### src/rtl/key_irq_debounce_if.sv
// Processor-side register bus of the debounced key port: a single-cycle read/write strobe
// interface with registered read data.
interface key_irq_debounce_if;
  logic [1:0]  address;
  logic        read;
  logic        write;
  logic [31:0] writedata;
  logic [31:0] readdata;

  modport master (
    output address, read, write, writedata,
    input  readdata
  );

  modport slave (
    input  address, read, write, writedata,
    output readdata
  );
endinterface

### src/rtl/key_irq_debounce.sv
// Debounced active-low pushbutton port with a PIO-compatible register map and level irq.
// Define KEY_IRQ_RELEASE_EDGE_EN to also capture release edges in EDGECAPTURE.
module key_irq_debounce #(
  parameter int unsigned NUM_KEYS        = 4,
  parameter int unsigned DEBOUNCE_CYCLES = 500000,
  parameter int unsigned CNT_W           = 19
) (
  input  logic                clk,
  input  logic                reset,
  input  logic [NUM_KEYS-1:0] key_n_i,
  key_irq_debounce_if.slave   bus,
  output logic                irq_o,
  output logic [NUM_KEYS-1:0] key_state_o
);

  localparam int unsigned RD_W = 32;
  localparam logic [CNT_W-1:0] CNT_LAST = CNT_W'(DEBOUNCE_CYCLES - 1);

  localparam logic [1:0] ADDR_DATA = 2'd0;
  localparam logic [1:0] ADDR_DIR  = 2'd1;
  localparam logic [1:0] ADDR_MASK = 2'd2;
  localparam logic [1:0] ADDR_EDGE = 2'd3;

  logic [NUM_KEYS-1:0]            sync1_q, sync2_q;
  logic [NUM_KEYS-1:0]            stable_q, stable_d;
  logic [NUM_KEYS-1:0]            stable_prev_q;
  logic [NUM_KEYS-1:0][CNT_W-1:0] cnt_q, cnt_d;
  logic [NUM_KEYS-1:0]            mask_q, mask_d;
  logic [NUM_KEYS-1:0]            edge_q, edge_d;
  logic [RD_W-1:0]                rdata_q, rdata_d;
  logic [NUM_KEYS-1:0]            sync_c;
  logic [NUM_KEYS-1:0]            edge_det_c;
  logic [NUM_KEYS-1:0]            w1c_c;
  logic                           unused_wdata;

  assign sync_c       = ~sync2_q;
  assign unused_wdata = ^bus.writedata[RD_W-1:NUM_KEYS];

`ifdef KEY_IRQ_RELEASE_EDGE_EN
  assign edge_det_c = stable_q ^ stable_prev_q;
`else
  assign edge_det_c = stable_q & ~stable_prev_q;
`endif

  // A differing level must persist for DEBOUNCE_CYCLES consecutive cycles to be accepted.
  always_comb begin
    stable_d = stable_q;
    cnt_d    = '0;
    for (int i = 0; i < int'(NUM_KEYS); i++) begin
      if (sync_c[i] != stable_q[i]) begin
        if (cnt_q[i] == CNT_LAST) begin
          stable_d[i] = sync_c[i];
        end else begin
          cnt_d[i] = cnt_q[i] + CNT_W'(1);
        end
      end
    end
  end

  // Register file; a newly detected edge overrides a simultaneous W1C of the same bit.
  always_comb begin
    mask_d  = mask_q;
    w1c_c   = '0;
    rdata_d = rdata_q;
    if (bus.write && (bus.address == ADDR_MASK)) begin
      mask_d = bus.writedata[NUM_KEYS-1:0];
    end
    if (bus.write && (bus.address == ADDR_EDGE)) begin
      w1c_c = bus.writedata[NUM_KEYS-1:0];
    end
    edge_d = (edge_q & ~w1c_c) | edge_det_c;
    if (bus.read) begin
      unique case (bus.address)
        ADDR_DATA: rdata_d = RD_W'(stable_q);
        ADDR_DIR:  rdata_d = '0;
        ADDR_MASK: rdata_d = RD_W'(mask_q);
        ADDR_EDGE: rdata_d = RD_W'(edge_q);
        default:   rdata_d = '0;
      endcase
    end
  end

  always_ff @(posedge clk) begin
    if (reset) begin
      sync1_q       <= '1;
      sync2_q       <= '1;
      stable_q      <= '0;
      stable_prev_q <= '0;
      cnt_q         <= '0;
      mask_q        <= '0;
      edge_q        <= '0;
      rdata_q       <= '0;
    end else begin
      sync1_q       <= key_n_i;
      sync2_q       <= sync1_q;
      stable_q      <= stable_d;
      stable_prev_q <= stable_q;
      cnt_q         <= cnt_d;
      mask_q        <= mask_d;
      edge_q        <= edge_d;
      rdata_q       <= rdata_d;
    end
  end

  assign bus.readdata = rdata_q;
  assign key_state_o  = stable_q;
  assign irq_o        = |(edge_q & mask_q);

endmodule

### src/flat_wrapper.sv
// flat-port wrapper written by rule: the top's interface ports become plain ports
module key_irq_debounce_flat 
#(
  parameter int unsigned NUM_KEYS        = 4,
  parameter int unsigned DEBOUNCE_CYCLES = 500000,
  parameter int unsigned CNT_W           = 19
)
  (clk, reset, key_n_i, irq_o, key_state_o, bus_address, bus_read, bus_write, bus_writedata, bus_readdata);
  key_irq_debounce_if bus_i ();
  input  logic clk;
  input  logic reset;
  input  logic [NUM_KEYS-1:0] key_n_i;
  output logic irq_o;
  output logic [NUM_KEYS-1:0] key_state_o;
  input wire logic [$bits(bus_i.address)-1:0] bus_address;
  input wire logic [$bits(bus_i.read)-1:0] bus_read;
  input wire logic [$bits(bus_i.write)-1:0] bus_write;
  input wire logic [$bits(bus_i.writedata)-1:0] bus_writedata;
  output wire logic [$bits(bus_i.readdata)-1:0] bus_readdata;
  assign bus_i.address = bus_address;
  assign bus_i.read = bus_read;
  assign bus_i.write = bus_write;
  assign bus_i.writedata = bus_writedata;
  assign bus_readdata = bus_i.readdata;
  key_irq_debounce #(.NUM_KEYS(NUM_KEYS), .DEBOUNCE_CYCLES(DEBOUNCE_CYCLES), .CNT_W(CNT_W)) u_core (.clk(clk), .reset(reset), .key_n_i(key_n_i), .bus(bus_i), .irq_o(irq_o), .key_state_o(key_state_o));
endmodule
### config.mk
export PLATFORM = sky130hd
export DESIGN_NAME = key_irq_debounce_flat
export DESIGN_NICKNAME = d
export VERILOG_FILES = /design/src/rtl/key_irq_debounce_if.sv /design/src/rtl/key_irq_debounce.sv /design/src/flat_wrapper.sv
export SDC_FILE = /design/constraint.sdc
export NUM_CORES = 1
export LEC_CHECK = 0
export CAP_MARGIN = 20
export CELL_PAD_IN_SITES_DETAIL_PLACEMENT = 0
export CELL_PAD_IN_SITES_GLOBAL_PLACEMENT = 1
export CORE_AREA = 2 2 113 115
export CTS_CLUSTER_SIZE = 20
export DETAILED_ROUTE_END_ITERATION = 16
export DIE_AREA = 0 0 115 117
export GPL_TIMING_DRIVEN = 1
export PLACE_DENSITY_LB_ADDON = 0.1
export SYNTH_ARGS = -nofsm -noshare
export SYNTH_HDL_FRONTEND = slang
export SYNTH_SLANG_ARGS = --single-unit
### constraint.sdc
create_clock -name clk -period 2.61 [get_ports clk]
set_input_delay 0.783 -clock clk [delete_from_list [all_inputs] [get_ports clk]]
set_output_delay 0.783 -clock clk [all_outputs]
set_load 0.05 [all_outputs]
-- Word-level counts from Yosys, hierarchy flattened
Cells that the tools add are included.
- memories kept: 0
- register bits after elaboration: 132
- word-level logic and storage cells: 54
- ROM bits: 0
- RAM bits: 0
- output and inout bits: 37
- bits in latches: 0
- shift-type cells: 0
- reduce and logical (&&, ||, !) cells: 12
- eq/ne operators: 11
- bitwise gates (word level): 11
- order comparisons: 0
- multiply operators: 0
- mux-type cells: 2
- $add $sub $neg: 4
- div/mod/pow operators: 0
- operators by type and width (kind ; number):
    one-hot mux 32 bit (4 select lines) ; 1
    adder 19 x 1 -> 19 bit (second input constant) ; 4
    equality test 19 bit (second input constant) ; 4
    bitwise AND 4 bit ; 3
    inverter 4 bit ; 3
    OR reduction 3 bit ; 4
    AND reduction 2 bit ; 4
    equality test 2 bit (second input constant) ; 2
    2-to-1 mux 4 bit ; 1
    inequality test 1 bit ; 4
    inverter 1 bit ; 4
    bitwise OR 4 bit ; 1
    OR reduction 4 bit ; 1
    equality test 2 x 1 -> 1 bit (second input constant) ; 1
    logical AND 1 bit ; 2
    logical NOT 2 bit ; 1

-- Depth between registers and ports, before layout
Gate-level depths: netlist of the first run.
- depth in word-level cells: 6
- gate-level depth with buffers: 7
- gate-level depth less buffers: 5

-- Worst setup path before layout of the first run
OpenSTA, ideal clock, no wires.
- path kind: register to register
- from: register u_core.cnt_q[57] (netlist bit)
- to: register u_core.cnt_q[67] (netlist bit)
- setup slack: 0.643 ns
- library setup time: 0.115 ns
- data arrival time: 1.852 ns
- required time: 2.495 ns
- cell stages (with the launch flop): 8
- clock period less this slack: 1.967 ns
- cell sequence: dfxtp_1 ha_1 buf_4 or3b_1 or4_4 o21ai_4 buf_6 nor2_1
- word-level cells in the longest chain between the ends: 2
- elaborated cells on any way between the ends: 3
- ends and longest elaborated chain (element ; line ; text):
    start, declared ; key_irq_debounce.sv:27 ; logic [NUM_KEYS-1:0][CNT_W-1:0] cnt_q, cnt_d;
    start signal, assigned ; key_irq_debounce.sv:98 ; cnt_q <= cnt_d;
    parallel branches: the longest is 2 deep, another holds adder 19 x 1 -> 19 bit ; n/a ;
Several ways; the timed one is not identified.
A chain may end at the register's enable or synchronous reset.

-- Worst setup path after layout of the first run
- from: register u_core.stable_q[2], in the netlist u_core.key_state_o[2]
- to: output key_state_o[2]
- RTL lines (element ; line ; text):
    start, declared ; key_irq_debounce.sv:25 ; logic [NUM_KEYS-1:0] stable_q, stable_d;
    start signal, assigned ; key_irq_debounce.sv:96 ; stable_q <= stable_d;
    end, declared ; flat_wrapper.sv:14 ; output logic [NUM_KEYS-1:0] key_state_o;
No word-level cell between the ends.

==> qor.yml, run 1 <==
p_comb_share_pct: 5.7
instances_no_fill: 710
vias: 3553
min_period_ns: 2.43
power_density_nw_per_um2: 585
synth_warnings: 0
path_class: "flip-flop to output pin"
cp_max_fo: 6
worstMarginPinSlew_ns: 0.804
wl_um: 9230
avgSynthCellArea_um2: 8.97
wire_per_inst_um: 13.0
worstSkewPairLatency_ns: 0.35
p_switching_mw: 0.715
drtIter0Drc: 120
cts.sinks: 104
postLayoutCellArea_um2: 5340
fin_nets: 602
numCtsBuffers: 9
die_x_um: 115
fin_crit_sh_pct: 92.9
cp-start-kind: "flip-flop"
cts_tree: "done"
placed_area_um2: 5040
yosys.cell_types.count: 55
hold_viol: 0
avgViaCountPerCell: 5.00
peakVddDrop_v: 0.000491
cts_htree_levels: 3
clockBufferDepth: 2
syn_inst: 533
clock_skew_ns: 0.00650
clock.fmax_ghz: 0.412
drive_above_1_share_pct: 8.39
coreArea_um2: 12300
finalPower_mw: 3.12
ys_ff_latch: 104
postCtsSetupRepairBufs: 0
synth_edf_count: 0
p_seq_share_pct: 51.5
die-height_um: 117
ant_nets: 0
slew_viol_final: 0
pin_count: 79
max_stage_delay_ns: 0.85
setup_viol_count_final: 0
yosysSeqAreaShare_pct: 43.5
antenna_cells: 0
overflow: 0
routabilityCongestion: 0.747
route.detailed.drc: 0
async_reset_ff_share_pct: 0
finalSetupTns_ns: 0
initial_core_util_pct: 38.8
grt_use_total_pct: 14.8
outcome: "finished clean"
cts.clk_slew.worst_paths_ns: 0.07
met1_usage_pct: 18.9
portBuffers: 22
cp.arrival_ns: 1.64
p_sw_share_pct: 22.9
grt_pass1_wl_um: 15700
cp_data_required_time_ns: 1.83
grt_setup_unrepaired: "false"
hold_class: "flip-flop to flip-flop"
dp_hpwl_um: 6570
path_buf_inv: 1
worstSetupEndpointType: "output pin"
grt_pass1_vias: 3275
place_inst: 695
cp_slowest_cell: "clkdlybuf4s50_1"
p_int_mw: 2.40
die_area_um2: 13500
nFillCells: 1261
grt-busiest-layer: "met2"
first_pass_iters: 4
syn_area_um2: 4780
use_met2_pct: 23.3
grt_max_degree: 20
crit_family: "buffers and inverters"
placementRows: 41
clkPwrFrac_pct: 42.8
p_leak_nw: 1.73
area_delta_synth_final_pct: 11.6
root_buffer: "clkbuf_16"
final_core_util_pct: 43.3
maxCapViolCount: 0
synth_top_flop_cell: "dfxtp_1"
crit_chain: "clkdlybuf4s50_1"
antenna_found_initial: 0
relSlewSlack_pct: 46.4
grtUsageMet3_pct: 6.02
-- final cells by class --
type / instances / area [um^2] / area share, %
Clock buffer: 12 / 246 / 4.62
Clock inverter: 3 / 42.5 / 0.797
Inverter: 10 / 37.5 / 0.704
Multi-Input combinational cell: 403 / 2470 / 46.3
Sequential cell: 104 / 2080 / 39.0
Tap cell: 150 / 188 / 3.52
Timing Repair Buffer: 28 / 268 / 5.02
-- final timing paths --
path	from	endpoint	slack, ns	depth (start not counted)
worst max-delay path	u_core.key_state_o[2]	key_state_o[2]	0.18	1
worst max register to register	u_core.cnt_q[0]	u_core.cnt_q[4]	0.47	5
worst min-delay path	u_core.sync1_q[3]	u_core.sync2_q[3]	0.41	1
worst min register to register	u_core.sync1_q[3]	u_core.sync2_q[3]	0.41	1
-- cell usage after synthesis (8+ instances only) --
library cell,instances,share of area (%)
a21oi_1,19,2.0
and4_1,8,1.5
buf_4,30,4.7
clkbuf_1,8,0.63
dfxtp_1,104,44
inv_1,10,0.79
nand2_1,30,2.4
nand3_1,27,2.8
nand4_1,20,2.6
nor2_1,82,6.4
nor2b_1,9,1.2
nor3_1,12,1.3
nor4_1,13,1.7
o21ai_0,9,0.94
or2_2,10,1.3
or3_1,8,1.0
xnor2_1,33,6.0
xor2_1,24,4.4
-- stage by stage --
stage	setup slack [ns]	hold WS (ns)
finish	0.184	0.408
global route	0.0872	0.437
CTS	0.0576	0.410
detailed placement	0.238	0.394
global placement	0.279	0.391
floorplan	0.643	0.389
-- power by group through the flow --
stage	registers [mW]	clock network, mW	logic [mW]
2_1_floorplan	1.65	0	0.160
3_3_place_gp	1.64	0	0.178
3_5_place_dp	1.64	0	0.179
4_1_cts	1.61	1.40	0.179
5_1_grt	1.61	1.46	0.190
6_report	1.61	1.33	0.178
-- sequential cells by signal, summed over array words and instances, names as in the netlist --
name / flops
u_core.mask_q: 4
u_core.cnt_q: 76
u_core.key_state_o: 4
u_core.bus.readdata: 4
u_core.sync2_q: 4
u_core.stable_prev_q: 4
u_core.edge_q: 4
u_core.sync1_q: 4
-- cells by family (layout without fill, tap and decap cells) --
family | after synthesis | in the layout | share of synthesized area (%)
AO/OA/AOI/OAI | 49 | 49 | 6.57
XOR/XNOR | 57 | 57 | 10.4
adder cells (fa/ha/maj) | 4 | 4 | 1.05
buffers and inverters | 53 | 53 | 6.88
flip-flops | 104 | 104 | 43.5
multiplexers | 11 | 11 | 2.46
other | 1 | 28 | 0.0784
AND/OR/NAND/NOR | 254 | 254 | 29.0
-- per-layer routing --
layer  up-vias  share of wire [%]
met5         -                  0
met4         0                1.1
met3         8                5.1
met2        37                 46
met1      1656                 48
li1       1852                  -
-- placed cells by master (no fill, tap or decap), drive strengths merged, types with 3 or more instances in the layout --
master         Yosys  layout
conb               1      28
nor4              15      15
dfxtp            104     104
or4                7       7
or4b               3       3
mux2i              5       5
o31ai              4       4
buf               34       6
nand4             23      23
or2               11      11
nor2              82      82
and4               8       8
xor2              24      24
mux2               6       6
nand2             30      30
clkdlybuf4s50      0      21
clkbuf             9      12
a22oi              6       6
a21oi             19      19
or3                8       8
nand3             28      28
nor3              12      12
inv               10      10
ha                 4       4
nor2b              9       9
nor4b              4       4
xnor2             33      33
a211oi             4       4
o21ai             11      11
-- repair_timing --
| item | in CTS | in global routing |
|---|---|---|
| setup endpoints to repair | 0 | 1 |
| gates resized for setup | 0 | 1 |
| hold buffers | 0 | 0 |
No activity file was read; power rests on OpenSTA's default activity.
==> run 2, diff against run 1 <==
Settings changed: PLACE_DENSITY_LB_ADDON 0.1 to 0.15, SKIP_CTS_REPAIR_TIMING set to 1.
==> run 2 against run 1 <==
Maximum frequency down 2.3%. Sequential power about the same. Power is 1.9% lower. Global-route usage decreased by 0.10 points. First-iteration DRC count rose by 13%. Core utilization decreased by 0.051 points. Design area is 0.12% lower. Combinational power about the same. Flip-flop and latch count did not move. Clock skew hardly changed. Worst setup slack worse by 0.057 ns. Highest routed layer unchanged. Clock power shrank 4%.
==> qor.yml, run 2 (synthesis results as in run 1) <==
outcome: "finished clean"  # unchanged
reg2reg_from: "u_core.cnt_q[0]"  # unchanged
largest_reg_flops: 76  # unchanged
path_class: "flip-flop to output pin"  # unchanged
relSlewSlack_pct: 46.7  # was 46.4%
clkPwrFrac_pct: 41.7  # was 42.8%
p_int_mw: 2.34  # was 2.40 mW
coreArea_um2: 12300  # unchanged
grtUsageMet3_pct: 4.79  # was 6.02%
mostFrequentLayoutCell: "dfxtp_1"  # unchanged
vias: 3518  # was 3553
placementRows: 41  # unchanged
p_switching_mw: 0.721  # was 0.715 mW
wire_per_inst_um: 12.8  # was 13.0 um
drive_above_1_share_pct: 8.73  # was 8.39%
hold_slack_ns: 0.409  # was 0.408 ns
die_area_um2: 13500  # unchanged
worstSetupEndpointType: "output pin"  # unchanged
overflow: 0  # unchanged
hold_path.startpoint: "u_core.sync1_q[0]"  # was u_core.sync1_q[3]
largest_register: "u_core.cnt_q"  # unchanged
slew_viol_final: 0  # unchanged
numCtsBuffers: 9  # unchanged
antenna_found_initial: 0  # unchanged
grt_use_total_pct: 14.7  # was 14.8%
crit_family: "buffers and inverters"  # unchanged
cts.clk_slew.worst_paths_ns: 0.07  # about the same
cp-start-kind: "flip-flop"  # unchanged
p_sw_share_pct: 23.6  # was 22.9%
peakVddDrop_v: 0.000412  # was 0.000491 V
grt-busiest-layer: "met2"  # unchanged
dp_hpwl_um: 6500  # was 6570 um
crit_chain: "clkdlybuf4s50_1"  # unchanged
path_buf_inv: 1  # unchanged
first_pass_iters: 4  # unchanged
pre_cts_slack_ns: 0.270  # was 0.238 ns
min_period_ns: 2.48  # was 2.43 ns
ant_nets: 0  # unchanged
die_x_um: 115  # unchanged
area_delta_synth_final_pct: 11.5  # was 11.6%
pin_count: 79  # unchanged
grt_setup_unrepaired: "false"  # unchanged
wl_um: 9120  # was 9230 um
antenna_cells: 0  # unchanged
cts_htree_levels: 3  # unchanged
die-height_um: 117  # unchanged
clock_skew_ns: 0.00666  # was 0.00650 ns
rrSetupSlack_ns: 0.47  # about the same
grt_max_degree: 20  # unchanged
mostFrequentLayoutCells: "104 x dfxtp_1, 82 x nor2_1, 33 x xnor2_1"  # unchanged
avgViaCountPerCell: 4.95  # was 5.00
drtIter0Drc: 135  # was 120
portBuffers: 22  # unchanged
cp_data_required_time_ns: 1.83  # about the same
max_stage_delay_ns: 0.86  # was 0.85 ns
maxCapViolCount: 0  # unchanged
finalSetupTns_ns: 0  # unchanged
worstMarginPinSlew_ns: 0.800  # was 0.804 ns
power_density_nw_per_um2: 574  # was 585 nW/um^2
root_buffer: "clkbuf_16"  # unchanged
hold_viol: 0  # unchanged
grt_pass1_vias: 3347  # was 3275
fin_ws_ns: 0.127  # was 0.184 ns
fin_nets: 602  # unchanged
cp_max_fo: 5  # was 6
grt_pass1_wl_um: 15700  # about the same
p_leak_nw: 1.71  # was 1.73 nW
cp.arrival_ns: 1.70  # was 1.64 ns
cts_tree: "done"  # unchanged
worstSkewPairLatency_ns: 0.34  # was 0.35 ns
hold_class: "flip-flop to flip-flop"  # unchanged
cts.sinks: 104  # unchanged
p_seq_share_pct: 52.5  # was 51.5%
cp_slowest_cell: "clkdlybuf4s50_1"  # unchanged
met1_usage_pct: 19.0  # was 18.9%
clockBufferDepth: 2  # unchanged
fin_crit_sh_pct: 95.1  # was 92.9%
use_met2_pct: 23.9  # was 23.3%
route.detailed.drc: 0  # unchanged
p_comb_share_pct: 5.8  # was 5.7%
routabilityCongestion: 0.767  # was 0.747
initial_core_util_pct: 38.8  # unchanged
cp-startpoint: "u_core.key_state_o[0]"  # was u_core.key_state_o[2]
setup_viol_count_final: 0  # unchanged
clock.fmax_ghz: 0.403  # was 0.412 GHz
[run 2: cell count changes in the layout (fill, tap and decap cells not counted), sizes merged]
cell	previous run	this run
dlymetal6s2s	1	0
clkinv	1	2
bufinv	1	0
clkinvlp	1	2
clkdlybuf4s50	21	22
[run 2: path summary, 6_finish.rpt]
| path | to | cells past startpoint |
|---|---|---|
| worst max-delay path | key_state_o[0] | 1 |
| worst min-delay path | u_core.sync2_q[0] | 1 |
| worst max register to register | u_core.cnt_q[9] | 5 |
| worst min register to register | u_core.sync2_q[0] | 1 |
[run 2: worst reg2reg max path, delay by kind of cell, from the launching register on]
family / cells / cell delay, ns
and+or+nand+nor: 3 / 0.65
DFF: 1 / 0.41
AOI/OAI and AO/OA: 1 / 0.70
adders and majority gates: 1 / 0.24
[run 2: cell type report]
cell class	count	area, um^2
inverter	10	37.5
clock inverter	4	28.8
sequential	104	2080
fill	1281	6980
multi-input combinational	403	2470
clock buffer	12	256
tap	150	188
timing repair buffer	28	265
[run 2: power groups by stage]
stage	combinational, mW	sequential [mW]	clock, mW
after CTS	0.178	1.61	1.33
after global placement	0.178	1.64	0
after global routing	0.190	1.61	1.40
after detailed placement	0.178	1.64	0
final	0.178	1.61	1.28
after floorplan	0.160	1.65	0
[run 2: stage by stage]
stage | instance area [um^2] | utilization, % | power, mW | cells
6_report | 5330 | 43.3 | 3.06 | 711
5_1_grt | 5330 | 43.3 | 3.19 | 711
4_1_cts | 5330 | 43.3 | 3.12 | 711
3_5_place_dp | 5040 | 41.0 | 1.82 | 695
3_3_place_gp | 5040 | 41.0 | 1.82 | 695
2_1_floorplan | 4880 | - | 1.81 | 560
[run 2: routing by layer]
metal | up-vias | part of all wire (%) | routed length (um)
met5 | - | 0 | 0
met4 | 0 | 1.2 | 108
met3 | 7 | 3.4 | 308
met2 | 45 | 47 | 4260
met1 | 1616 | 49 | 4440
li1 | 1850 | - | -
==> run 3, diff against run 2 <==
Settings changed: REMOVE_ABC_BUFFERS set to 1, SKIP_LAST_GASP set to 1.
==> run 3 against run 2 <==
Highest routed layer unchanged. Via count is 1.1% higher. Core utilization is 0.061 points lower. Worst setup slack worse by 0.020 ns. Register-to-register slack better by 0.03 ns. Clock skew is 0.00098 ns lower. Maximum frequency is 0.80% lower. Largest power group unchanged. Critical path depth is 2 higher. Combinational power hardly changed. Die area stayed put. Non-clock buffer count is 1 lower.
==> qor.yml, run 3 (synthesis results as in run 1) <==
routabilityCongestion: 0.790  # was 0.767
grt_use_total_pct: 14.6  # was 14.7%
overflow: 0  # unchanged
grt_max_degree: 20  # unchanged
largest_register: "u_core.cnt_q"  # unchanged
grt_pass1_vias: 3335  # was 3347
portBuffers: 22  # unchanged
mostFrequentLayoutCells: "104 x dfxtp_1, 82 x nor2_1, 33 x xnor2_1"  # unchanged
antenna_cells: 0  # unchanged
hold_viol: 0  # unchanged
power_density_nw_per_um2: 577  # was 574 nW/um^2
vias: 3558  # was 3518
ant_nets: 0  # unchanged
die-height_um: 117  # unchanged
postLayoutCellArea_um2: 5320  # was 5330 um^2
met1_usage_pct: 18.2  # was 19.0%
die_area_um2: 13500  # unchanged
largest_reg_flops: 76  # unchanged
slew_viol_final: 0  # unchanged
mostFrequentLayoutCell: "dfxtp_1"  # unchanged
drtIter0Drc: 106  # was 135
wl_um: 9220  # was 9120 um
nFillCells: 1256  # was 1281
cp_max_fo: 3  # was 5
clock.fmax_ghz: 0.400  # was 0.403 GHz
route.detailed.drc: 0  # unchanged
grt_pass1_wl_um: 15600  # was 15700 um
cts.sinks: 104  # unchanged
wire_per_inst_um: 13.0  # was 12.8 um
seq_area_um2: 2080  # unchanged
grt_setup_unrepaired: "false"  # unchanged
die_x_um: 115  # unchanged
placed_area_um2: 5040  # about the same
root_buffer: "clkbuf_16"  # unchanged
cts_tree: "done"  # unchanged
drive_above_1_share_pct: 8.57  # was 8.73%
grtUsageMet3_pct: 5.05  # was 4.79%
fin_crit_sh_pct: 95.9  # was 95.1%
min_period_ns: 2.50  # was 2.48 ns
worstSkewPairLatency_ns: 0.35  # was 0.34 ns
placementRows: 41  # unchanged
use_met2_pct: 23.7  # was 23.9%
clock_skew_ns: 0.00568  # was 0.00666 ns
cp-start-kind: "flip-flop"  # unchanged
finalPower_mw: 3.07  # was 3.06 mW
worstMarginPinSlew_ns: 0.771  # was 0.800 ns
cp.arrival_ns: 1.72  # was 1.70 ns
maxCapViolCount: 0  # unchanged
multi_input_comb_area_um2: 2470  # unchanged
fin_nets: 601  # was 602
p_leak_nw: 1.71  # about the same
grt-busiest-layer: "met2"  # unchanged
setup_viol_count_final: 0  # unchanged
hold_class: "flip-flop to flip-flop"  # unchanged
avgViaCountPerCell: 5.01  # was 4.95
final_core_util_pct: 43.2  # was 43.3%
fin_ws_ns: 0.107  # was 0.127 ns
numCtsBuffers: 9  # unchanged
cts_htree_levels: 3  # unchanged
relSlewSlack_pct: 48.6  # was 46.7%
path_class: "flip-flop to output pin"  # unchanged
antenna_found_initial: 0  # unchanged
cp_data_required_time_ns: 1.83  # about the same
pre_cts_slack_ns: 0.272  # was 0.270 ns
peakVddDrop_v: 0.000331  # was 0.000412 V
finalSetupTns_ns: 0  # unchanged
pin_count: 79  # unchanged
clockBufferDepth: 2  # unchanged
dp_hpwl_um: 6530  # was 6500 um
area_delta_synth_final_pct: 11.3  # was 11.5%
cts.clk_slew.worst_paths_ns: 0.07  # about the same
coreArea_um2: 12300  # unchanged
initial_core_util_pct: 38.8  # unchanged
first_pass_iters: 5  # was 4
outcome: "finished clean"  # unchanged
worstSetupEndpointType: "output pin"  # unchanged
## run 3: changes by cell type in the layout (fill, tap and decap cells not counted)
| cell | delta |
|---|---|
| buf_4 | -1 |
## run 3: stage by stage
step / std cells / hold slack (ns)
CTS: 710 / 0.411
global placement: 694 / 0.394
floorplan: 517 / 0.389
global route: 710 / 0.421
detailed placement: 694 / 0.398
finish: 710 / 0.408
## run 3: layout make-up
class	count	share of cell area, %
clock inverter	4	0.541
timing repair buffer	27	4.84
tap	150	3.53
sequential	104	39.1
inverter	10	0.705
clock buffer	12	4.82
multi-input combinational	403	46.4
## run 3: worst max-delay path, cell delays in order (launching register included)
cell	delay (ns)
dfxtp_1	0.33
a22oi_1	0.23
nand2_1	0.11
clkdlybuf4s50_1	0.71
## run 3: routing by layer
metal | up-vias | share of wire, %
met1 | 1656 | 49
met3 | 8 | 3.9
li1 | 1847 | -
met5 | - | 0
met2 | 47 | 46
met4 | 0 | 1.3
## run 3: power breakdown
part / switching (mW) / internal [mW] / leakage (nW)
sequential: 0.00829 / 1.60 / 0.841
combinational: 0.136 / 0.0415 / 0.732
clock: 0.585 / 0.699 / 0.135
## run 3: final timing paths
kind / from / end / slack (ns) / depth (start not counted)
min: u_core.sync1_q[2] / u_core.sync2_q[2] / 0.41 / 1
max: u_core.edge_q[0] / irq_o / 0.11 / 3
min reg2reg: u_core.sync1_q[2] / u_core.sync2_q[2] / 0.41 / 1
max reg2reg: u_core.cnt_q[0] / u_core.cnt_q[8] / 0.50 / 5
==> RTL edit 1: new RTL, settings of run 2 <==
Add a define of `KEY_IRQ_RELEASE_EDGE_EN`.
--- a/src/rtl/key_irq_debounce.sv
+++ b/src/rtl/key_irq_debounce.sv
@@ -1,5 +1,7 @@
 // Debounced active-low pushbutton port with a PIO-compatible register map and level irq.
 // Define KEY_IRQ_RELEASE_EDGE_EN to also capture release edges in EDGECAPTURE.
+`define KEY_IRQ_RELEASE_EDGE_EN
+
 module key_irq_debounce #(
   parameter int unsigned NUM_KEYS        = 4,
   parameter int unsigned DEBOUNCE_CYCLES = 500000,
Function: same outputs for any inputs over 10 cycles, from zero or initial values and one cycle with reset high; that may be too few to reach the edited logic, so the function may still have changed.
==> RTL edit 1 against run 2 <==
Sequential cell count unchanged; area after synthesis decreased by 0.60%; worst setup slack got worse by 0.0075 ns; largest power group unchanged; total power up 5.8%; global-route usage is 0.39 points lower; register-to-register slack got worse by 0.04 ns; design area is essentially flat; routed wire length down 1.5%.
==> RTL edit 1: results <==
export IMPL_num_vias=3510
export IMPL_hpwl_um=6474
export IMPL_worst_slew_pin_slew_ns=0.7294
export IMPL_drc_errors=0
export IMPL_drive_gt1_share_pct=7.282
export IMPL_grt_usage_pct=14.34
export IMPL_peakVddDrop_mv=0.4823
export IMPL_grt_start_max_net_pins=19
export IMPL_status="complete, no violations"
export IMPL_routabilityCongestion=0.7898
export IMPL_dr_first_iter_drc_count=96
export IMPL_place_area_um2=5005
export IMPL_fin_skew_ns=0.005659
export IMPL_crit_fanout=3
export IMPL_synth_compound_area_share_pct=7.083
export IMPL_synth_fa_ha_area_share_pct=1.053
export IMPL_synth_seq_area_share_pct=43.81
export IMPL_place_inst=698
export IMPL_routed_wl_um=8984
export IMPL_power_leakage_nw=1.750
export IMPL_cpPeakStageDelay_ns=0.80
export IMPL_power_density_nw_per_um2=607.7
export IMPL_fill_cells=1241
export IMPL_vias_per_cell=4.923
export IMPL_synth_cell_type_count=53
export IMPL_dpl_worst_slack_ns=0.2198
export IMPL_syn_area_per_cell_um2=8.816
export IMPL_synth_area_top_cells="dfxtp_1, nor2_1, xnor2_1, xor2_1, buf_4"
export IMPL_synth_common_cells="dfxtp_1, nor2_1, nand2_1, xnor2_1, buf_4"
export IMPL_port_buffers=22
export IMPL_nets=605
export IMPL_synth_mux_area_fraction_pct=2.001
export IMPL_grt_pass1_vias=3213
export IMPL_grt_pass1_wl_um=15360
export IMPL_synth_xor_area_share_pct=10.87
==> RTL edit 1: cell count changes after synthesis, moves of 3 or more <==
| cell | delta |
|---|---|
| and3_1 | +5 |
| nand4_1 | +5 |
| nor2b_1 | -5 |
| xor2_1 | +4 |
| and4_1 | -3 |
| buf_2 | +3 |
| nor4_1 | -3 |
| o21ai_0 | +3 |
==> RTL edit 1: cell type report <==
type / count / share of cell area (%)
Inverter: 12 / 0.8457
Sequential cell: 104 / 39.09
Clock inverter: 3 / 1.222
Timing Repair Buffer: 27 / 5.074
Clock buffer: 12 / 4.816
Multi-Input combinational cell: 405 / 45.43
Tap cell: 150 / 3.524
==> RTL edit 1: where the power goes <==
part           internal (mW)  switching (mW)  total (mW)  leakage (nW)
logic                 0.0425           0.135       0.178         0.751
registers               1.60         0.00901        1.61         0.841
clock network          0.886           0.564        1.45         0.159
==> RTL edit 1: worst paths after layout <==
check / from / slack (ns) / depth (start not counted) / endpoint
max: u_core.mask_q[2]$_SDFFE_PP0P_ / 0.12 / 3 / irq_o
min: u_core.sync1_q[1]$_SDFF_PP1_ / 0.41 / 1 / u_core.sync2_q[1]$_SDFF_PP1_
max reg2reg: u_core.cnt_q[0]$_SDFF_PP0_ / 0.43 / 5 / u_core.cnt_q[8]$_SDFF_PP0_
min reg2reg: u_core.sync1_q[1]$_SDFF_PP1_ / 0.41 / 1 / u_core.sync2_q[1]$_SDFF_PP1_
==> RTL edit 1: layer usage <==
layer	up-vias	track usage (%)	wire length, um
met1	1612	18.48	4510
met2	34	22.75	4029
li1	1857	-	-
met3	7	4.840	329
met5	-	0	0
met4	0	4.659	114
==> RTL edit 1: critical path: cells and delay by family (launching register included) <==
kind	cells	cell delay [ns]
compound gates	1	0.10
buf+inv	1	0.80
flops	1	0.37
simple gates	1	0.09
==> RTL edit 2: new RTL, config.mk and constraints of run 2 <==
Made on the original files. Register the input `key_n_i` before use. The logic sees it one clock later. The other inputs are not delayed to match.
--- a/src/rtl/key_irq_debounce.sv
+++ b/src/rtl/key_irq_debounce.sv
@@ -20,6 +20,12 @@
   localparam logic [1:0] ADDR_DIR  = 2'd1;
   localparam logic [1:0] ADDR_MASK = 2'd2;
   localparam logic [1:0] ADDR_EDGE = 2'd3;
+
+  logic [NUM_KEYS-1:0] key_n_q;
+
+  always_ff @(posedge clk) begin
+    key_n_q <= key_n_i;
+  end
 
   logic [NUM_KEYS-1:0]            sync1_q, sync2_q;
   logic [NUM_KEYS-1:0]            stable_q, stable_d;
@@ -91,7 +97,7 @@
       edge_q        <= '0;
       rdata_q       <= '0;
     end else begin
-      sync1_q       <= key_n_i;
+      sync1_q       <= key_n_q;
       sync2_q       <= sync1_q;
       stable_q      <= stable_d;
       stable_prev_q <= stable_q;
Check against the original RTL: no difference found for any inputs over 10 cycles, from zero or initial values and one cycle with reset high; that may be too few to reach the edited logic, so the function may still have changed.
==> RTL edit 2 against run 2 <==
Sequential cell count increased by 4; synthesized cell count up 1.1%; clock power shrank 4%; worst setup slack got worse by 0.0094 ns; worst hold slack worse by 0.0026 ns; routed wire length grew 1.4%; total power up 0.73%; design area rose by 1.2%; area after synthesis is 0.73% higher; critical endpoint is now irq_o; largest power group unchanged; highest routed layer unchanged.
==> RTL edit 2: results <==
export IMPL_synth_compound_area_share_pct=5.872
export IMPL_dr_wl_met3_um=260
export IMPL_synth_area_top_cells="dfxtp_1, xnor2_1, nor2_1, buf_4, xor2_1"
export IMPL_crit_fanout=3
export IMPL_drive_gt1_share_pct=8.362
export IMPL_num_vias=3564
export IMPL_synth_cells=539
export IMPL_dpl_worst_slack_ns=0.2717
export IMPL_vias_per_cell=4.923
export IMPL_use_met3_pct=2.884
export IMPL_power_leakage_nw=1.747
export IMPL_synth_cell_type_count=49
export IMPL_status="complete, no violations"
export IMPL_routed_wl_um=9244
export IMPL_r2r_slack_ns=0.43
export IMPL_grtUsageMet1_pct=20.39
export IMPL_crit_end="irq_o"
export IMPL_whs_ns=0.4069
export IMPL_peakVddDrop_mv=0.2512
export IMPL_met1_length_um=4845
export IMPL_hp_start="u_core.sync1_q[3]$_SDFF_PP1_"
export IMPL_fill_cells=1229
export IMPL_place_inst=708
export IMPL_nets=615
export IMPL_grt_use_met2_pct=21.41
export IMPL_worst_hold_path_endpoint="u_core.sync2_q[3]$_SDFF_PP1_"
export IMPL_synth_xor_area_share_pct=10.73
export IMPL_synth_common_cells="dfxtp_1, nor2_1, xnor2_1, buf_4, nand4_1"
export IMPL_grt_pass1_wl_um=15570
export IMPL_synth_mux_area_fraction_pct=2.650
export IMPL_dr_pass1_iters=4
export IMPL_routabilityCongestion=0.7815
export IMPL_relSlewSlack_pct=61.58
export IMPL_grt_start_max_net_pins=18
export IMPL_synth_seq_area_share_pct=44.89
export IMPL_fin_skew_ns=0.005005
export IMPL_fmax_ghz=0.4013
export IMPL_hpwl_um=6560
export IMPL_routed_wl_met2_um=3958
## RTL edit 2: changes by cell type in the layout (fill, tap and decap cells not counted), sizes merged, moves of 5 or more
cell,delta
and3,+6
nand2,-6
nand4,+6
nor2,+6
xnor2,+6
a21oi,-5
inv,+5
nor4,+5
## RTL edit 2: layout make-up
class                   count  area, um2  area share [%]
multi-input cells         403       2431           45.07
flip-flops and latches    108       2162           40.08
repair buffers             32      295.3           5.474
clock buffers              11      232.7           4.315
well taps                 150      187.7           3.479
inverters                  15      56.30           1.044
clock inverters             5      28.78          0.5335
## RTL edit 2: power breakdown
group / internal, mW / switching [mW] / total [mW]
sequential: 1.66 / 0.00929 / 1.67
combinational: 0.0439 / 0.137 / 0.180
clock: 0.643 / 0.587 / 1.23
total: 2.35 / 0.733 / 3.08
## RTL edit 2: critical path, cell delays in order, from the launching register on
cell and delay (ns):
dfxtp_1 0.37, a22oi_1 0.10, nand2_1 0.09, clkdlybuf4s50_1 0.81
